**src/rtl/adder_pkg.sv**
```systemverilog
// rtl/adder_pkg.sv - shared types and constants for the adder operand loader
//
// Purpose: state encoding, default widths/latency and small sizing helpers
//          used by adder_operand_loader.
// Ports:   none (package)

package adder_pkg;

   localparam int DEF_WORD_W  = 32;
   localparam int DEF_OP_W    = 128;
   localparam int DEF_ADD_LAT = 1;

   typedef enum logic [2:0] {
      S_LOAD_A,
      S_LOAD_B,
      S_ISSUE,
      S_WAIT,
      S_DRAIN
   } state_t;

   function automatic int nwords(input int op_w, input int word_w);
      return op_w / word_w;
   endfunction

   // Counter width that never collapses to zero bits when the count range is 1.
   function automatic int cnt_width(input int n);
      return (n > 1) ? $clog2(n) : 1;
   endfunction

endpackage

```
**src/rtl/adder_operand_loader.sv**
```systemverilog
// rtl/adder_operand_loader.sv - operand assembler and result drainer for a wide adder
//
// Purpose: collects NWORDS words of A then NWORDS words of B from the input
//          stream, pulses add_en once, captures add_sum/add_cout ADD_LAT cycles
//          later and returns the sum as NWORDS stream words, LS word first.
// Ports:
//   clk, rst_n                 clock (rising edge), async active-low reset
//   in_valid/in_ready/in_data  operand word stream (A words then B words)
//   add_a, add_b, add_en       operands and one-cycle enable to the adder
//   add_sum, add_cout          adder result, valid ADD_LAT cycles after add_en
//   res_valid/res_ready        result word stream handshake
//   res_data, res_last         result word and final-word marker
//   res_cout                   captured carry-out, held until the next capture

module adder_operand_loader
   import adder_pkg::*;
#(
   parameter int WORD_W  = DEF_WORD_W,
   parameter int OP_W    = DEF_OP_W,
   parameter int ADD_LAT = DEF_ADD_LAT
) (
   input  logic              clk,
   input  logic              rst_n,
   input  logic              in_valid,
   output logic              in_ready,
   input  logic [WORD_W-1:0] in_data,
   output logic [OP_W-1:0]   add_a,
   output logic [OP_W-1:0]   add_b,
   output logic              add_en,
   input  logic [OP_W-1:0]   add_sum,
   input  logic              add_cout,
   output logic              res_valid,
   input  logic              res_ready,
   output logic [WORD_W-1:0] res_data,
   output logic              res_last,
   output logic              res_cout
);

   localparam int NWORDS = nwords(OP_W, WORD_W);
   localparam int CNT_W  = cnt_width(NWORDS);
   localparam int LAT_W  = cnt_width(ADD_LAT);

   localparam logic [CNT_W-1:0] CNT_LAST = CNT_W'(NWORDS - 1);
   localparam logic [LAT_W-1:0] LAT_LAST = LAT_W'(ADD_LAT - 1);

   generate
      if ((OP_W % WORD_W) != 0 || ADD_LAT < 1) begin : g_bad_params
         $error("adder_operand_loader: OP_W must be a multiple of WORD_W and ADD_LAT >= 1");
      end
   endgenerate

   state_t            r_state;
   state_t            w_next_state;
   logic [CNT_W-1:0]  r_cnt;
   logic [LAT_W-1:0]  r_lat;
   logic [OP_W-1:0]   r_add_a;
   logic [OP_W-1:0]   r_add_b;
   logic [OP_W-1:0]   r_result;
   logic              r_res_cout;

   logic              w_in_hs;
   logic              w_res_hs;
   logic              w_cnt_last;
   logic              w_lat_done;

   assign w_in_hs    = in_valid & in_ready;
   assign w_res_hs   = res_valid & res_ready;
   assign w_cnt_last = (r_cnt == CNT_LAST);
   assign w_lat_done = (r_lat == LAT_LAST);

   assign add_a    = r_add_a;
   assign add_b    = r_add_b;
   assign res_cout = r_res_cout;

   always_comb begin
      w_next_state = r_state;
      in_ready     = 1'b0;
      add_en       = 1'b0;
      res_valid    = 1'b0;
      res_data     = '0;
      res_last     = 1'b0;
      case (r_state)
         S_LOAD_A: begin
            in_ready = 1'b1;
            if (w_in_hs && w_cnt_last) w_next_state = S_LOAD_B;
         end
         S_LOAD_B: begin
            in_ready = 1'b1;
            if (w_in_hs && w_cnt_last) w_next_state = S_ISSUE;
         end
         S_ISSUE: begin
            add_en       = 1'b1;
            w_next_state = S_WAIT;
         end
         S_WAIT: begin
            if (w_lat_done) w_next_state = S_DRAIN;
         end
         S_DRAIN: begin
            res_valid = 1'b1;
            res_data  = r_result[int'(r_cnt)*WORD_W +: WORD_W];
            res_last  = w_cnt_last;
            if (w_res_hs && w_cnt_last) w_next_state = S_LOAD_A;
         end
         default: w_next_state = S_LOAD_A;
      endcase
   end

   // The word counter is shared by both load phases and the drain phase;
   // each phase ends with it wrapped back to zero.
   always_ff @(posedge clk or negedge rst_n) begin
      if (!rst_n) begin
         r_state    <= S_LOAD_A;
         r_cnt      <= '0;
         r_lat      <= '0;
         r_add_a    <= '0;
         r_add_b    <= '0;
         r_result   <= '0;
         r_res_cout <= 1'b0;
      end else begin
         r_state <= w_next_state;
         case (r_state)
            S_LOAD_A: begin
               if (w_in_hs) begin
                  r_add_a[int'(r_cnt)*WORD_W +: WORD_W] <= in_data;
                  r_cnt <= w_cnt_last ? '0 : r_cnt + CNT_W'(1);
               end
            end
            S_LOAD_B: begin
               if (w_in_hs) begin
                  r_add_b[int'(r_cnt)*WORD_W +: WORD_W] <= in_data;
                  r_cnt <= w_cnt_last ? '0 : r_cnt + CNT_W'(1);
               end
            end
            S_ISSUE: begin
               r_lat <= '0;
            end
            S_WAIT: begin
               if (w_lat_done) begin
                  r_result   <= add_sum;
                  r_res_cout <= add_cout;
               end else begin
                  r_lat <= r_lat + LAT_W'(1);
               end
            end
            S_DRAIN: begin
               if (w_res_hs) r_cnt <= w_cnt_last ? '0 : r_cnt + CNT_W'(1);
            end
            default: r_cnt <= '0;
         endcase
      end
   end

endmodule
```
**config.mk**
```make
export PLATFORM = sky130hd
export DESIGN_NAME = adder_operand_loader
export DESIGN_NICKNAME = d
export VERILOG_FILES = /design/src/rtl/adder_pkg.sv /design/src/rtl/adder_operand_loader.sv
export SDC_FILE = /design/constraint.sdc
export NUM_CORES = 1
export LEC_CHECK = 0
export CAP_MARGIN = 30
export CORE_MARGIN = 4
export CORE_UTILIZATION = 40
export DETAILED_ROUTE_END_ITERATION = 10
export DONT_BUFFER_PORTS = 1
export GPL_TIMING_DRIVEN = 0
export PLACE_DENSITY = 0.6
export REMOVE_ABC_BUFFERS = 1
export SETUP_SLACK_MARGIN = 0.05
export SLEW_MARGIN = 20
export SYNTH_ARGS = -nofsm -noshare
export SYNTH_HDL_FRONTEND = slang
export SYNTH_SLANG_ARGS = --single-unit
```
**constraint.sdc**
```tcl
create_clock -name clk -period 2.8 [get_ports clk]
set_clock_uncertainty 0.05 [all_clocks]
set_input_delay 0.56 -clock clk [delete_from_list [all_inputs] [get_ports clk]]
set_output_delay 0.56 -clock clk [all_outputs]
set_load 0.05 [all_outputs]
```
==> impl_metrics.toml <==
[status]
outcome = "finished, violations left"
violations = "negative hold slack"

[detailed_routing]
route.detailed.wl_per_inst_um = 28.47
final_antenna_net_count = 0
number_of_violations_reported_at_the_end_of_detailed_routing_iteration_0 = 547
vias = 8962
postRouteWirelength_mm = 46.12
drt_pass1_iterations = 4
route.detailed.vias_per_inst = 5.532
remaining_drc_errors = 0

[clock_tree]
tritoncts_num_sinks = 390
cts.reportedPaths.clkPinSlew_ns = 0.06
clk-insertion-delay-late_ns = 0.55
clockBufferDepth = 3
number_of_buffers_added_by_the_clock_tree_synthesis_step = 42
clock-root-buffer = "sky130_fd_sc_hd__clkbuf_16"
tritoncts_clock_tree = "done"
cts_htree_levels = 2

[sta]
fmax_mhz = 371.5
rsz0062_at_grt = "yes"
report.final.hold_viol_count = 390
maxSlewHeadroom_pct = 26.99
final_critical_path_setup_slack_ns = 0.1079
final.period_utilization_pct = 96.15
worst_pin_slew_ns = 1.095
finalSetupViolations = 0
timing.final.crit_period_ns = 2.692
report.final.slew_viol_count = 0
worst_hold_slack_ns = -0.3426

[floorplanning]
num_io_pins = 458
die_width_um = 210.3
floorplan.die_area_sq_mm = 0.04424
initial_utilization_pct = 40.84
placementRows = 73
fp.coreArea_sq_mm = 0.04010
dieHeight_um = 210.3

[yosys]
synth_seq_area_share_pct = 59.60
postSynthCellCount = 1060
postSynthAreaPerCell_sq_um = 15.45
synth_cell_type_count = 34
syn-cell-area_sq_mm = 0.01637
synthTopCellsByArea = "sky130_fd_sc_hd__dfrtp_1, sky130_fd_sc_hd__mux2_2, sky130_fd_sc_hd__mux4_2, sky130_fd_sc_hd__mux2_1, sky130_fd_sc_hd__and2_1"
async_reset_ff_share_pct = 100.0
yosys_most_used_dff = "sky130_fd_sc_hd__dfrtp_1"
postSynthRegisterBits = 390
yosys.area.top_type = "sky130_fd_sc_hd__dfrtp_1"
synth_top_area_share_pct = 59.60
synthesis.yosys.warnings = 0
synth_edf_count = 0

[place]
gp_congestion = 0.7832
dpl.hpwl_mm = 32.23
dpl_cell_area_sq_mm = 0.01708
io_buffers = 0
dp_worst_setup_slack_ns = -0.1951

[layout]
drive_above_1_share_pct = 44.01
finalNetCount = 1235
most-common-layout-cells = "sky130_fd_sc_hd__dfrtp_1, sky130_fd_sc_hd__mux2_2, sky130_fd_sc_hd__and2_1"
syn_to_final_growth_pct = 14.24
final_core_utilization_pct = 46.65
final_common_cell = "sky130_fd_sc_hd__dfrtp_1"
final_cell_area_sq_mm = 0.01871

[global_routing]
global_route.usage.met3_pct = 9.421
antenna_found_initial = 9
grt_overflow_total = 0
grt-busiest-layer = "met2"
grt_util_met1_pct = 24.19
grt.met2_usage_pct = 33.70
gr-usage-all-layers_pct = 20.46
first_pass_grt_wire_length_mm = 68.44
first_global_vias = 9955
largest_net_degree_at_the_start_of_global_routing = 391

[pwr]
post-layout-total-power_mw = 26.66
vdd.ir_drop.worst_v = 0.0006759
seq_power_share_pct = 54.7
internal_power_mw = 14.81
share_comb_of_total_power_pct = 24.6
cellLeakagePower_nw = 8.662
p_per_area_mw_per_mm2 = 1425
power_switching_mw = 11.85
swShare_pct = 44.45
power_frac_clock_pct = 20.7

[critical_path]
crit_arrival_ns = 2.08
required_ns = 2.19
timing.setup.critical_path_class = "reg2out"
critical_path.endpoint_type = "output port"
cp_max_fo = 16
worstSetupStartpointType = "register"

[worst_hold_path]
hp-class = "in2async"

[job]
max_cap_violations = 0
[what timing repair did]
item | in CTS | in global routing
setup endpoints to repair | 157 | 5
buffers inserted | 5 | 0
resized for setup | 69 | 1
gates cloned | 1 | 0
pin swaps | 2 | 0
hold endpoints to repair | 390 | 390
[cell usage after synthesis (all sizes together), types with 2 or more instances]
cell type	n
dfrtp	390
mux2	321
and2	97
a22o	65
buf	55
and3	39
mux4	32
clkbuf	23
ha	5
inv	4
nor2	4
a21oi	3
nand3	3
nor3b	3
nand2	2
nor2b	2
o21ai	2
[logic make-up after synthesis]
kind of cell | count (synthesis) | share of synthesized area [%]
simple gates | 157 | 6.151
buf+inv | 82 | 3.362
mux | 353 | 26.48
fa+ha+maj | 5 | 0.3821
compound gates | 72 | 3.973
xor+xnor | 1 | 0.05350
flops | 390 | 59.60
[worst paths after layout]
path | from | endpoint | slack (ns) | cells after the start
max | r_cnt[0]$_DFFE_PN0P_ | res_data[11] | 0.11 | 3
min | rst_n | add_a[14]$_DFFE_PN0P_ | -0.34 | 0
max reg2reg | r_cnt[0]$_DFFE_PN0P_ | add_b[15]$_DFFE_PN0P_ | 0.17 | 7
min reg2reg | r_result[88]$_DFFE_PN0P_ | r_result[88]$_DFFE_PN0P_ | 0.45 | 1
max in group asynchronous | rst_n | r_cnt[1]$_DFFE_PN0P_ | 2.04 | 0
min in group clk | in_data[0] | add_b[0]$_DFFE_PN0P_ | 0.09 | 1
[routing by layer]
layer / vias to the layer above / part of all wire [%] / routed length (um)
met5: - / 0.20 / 91
met2: 359 / 48 / 22290
met4: 14 / 2.5 / 1159
met1: 4701 / 38 / 17500
li1: 3814 / - / -
met3: 74 / 11 / 5080
[power by group through the flow]
stage	clock network [mW]	logic [mW]	registers [mW]
CTS	5.68	6.64	14.7
floorplan	0	4.63	13.9
finish	5.51	6.56	14.6
global route	5.90	7.14	14.9
global placement	0	5.64	15.2
detailed placement	0	6.28	14.8
[area by class of cell]
class                           instances  area [sq um]
Clock inverter                          6         70.07
Fill cell                            3480         21390
Sequential cell                       390          9768
Timing Repair Buffer                   39         614.3
Multi-Input combinational cell        588          6270
Tap cell                              525         656.9
Clock buffer                           66          1303
Antenna cell                            2         5.005
Inverter                                4         18.77
[worst max-delay path: stages, from the launching register on]
cell and delay (ns):
sky130_fd_sc_hd__dfrtp_4 0.48, sky130_fd_sc_hd__buf_16 0.21, sky130_fd_sc_hd__mux4_2 0.57, sky130_fd_sc_hd__and3_4 0.27
[flip-flops by register name, summed over array words and instances (netlist names)]
signal / cells
r_cnt: 2
r_state: 3
res_cout: 1
add_a: 128
r_result: 128
add_b: 128
[metrics by stage]
step	hold slack (ns)	setup TNS (ns)	std cells
5_1_grt	-0.3808	0	1618
6_report	-0.3426	0	1620
3_3_place_gp	0.2228	-1543.63	1507
2_1_floorplan	0.2144	-523.69	982
3_5_place_dp	0.2232	-3.543	1540
4_1_cts	-0.3815	0	1618
(Power assumes the default switching activity.)
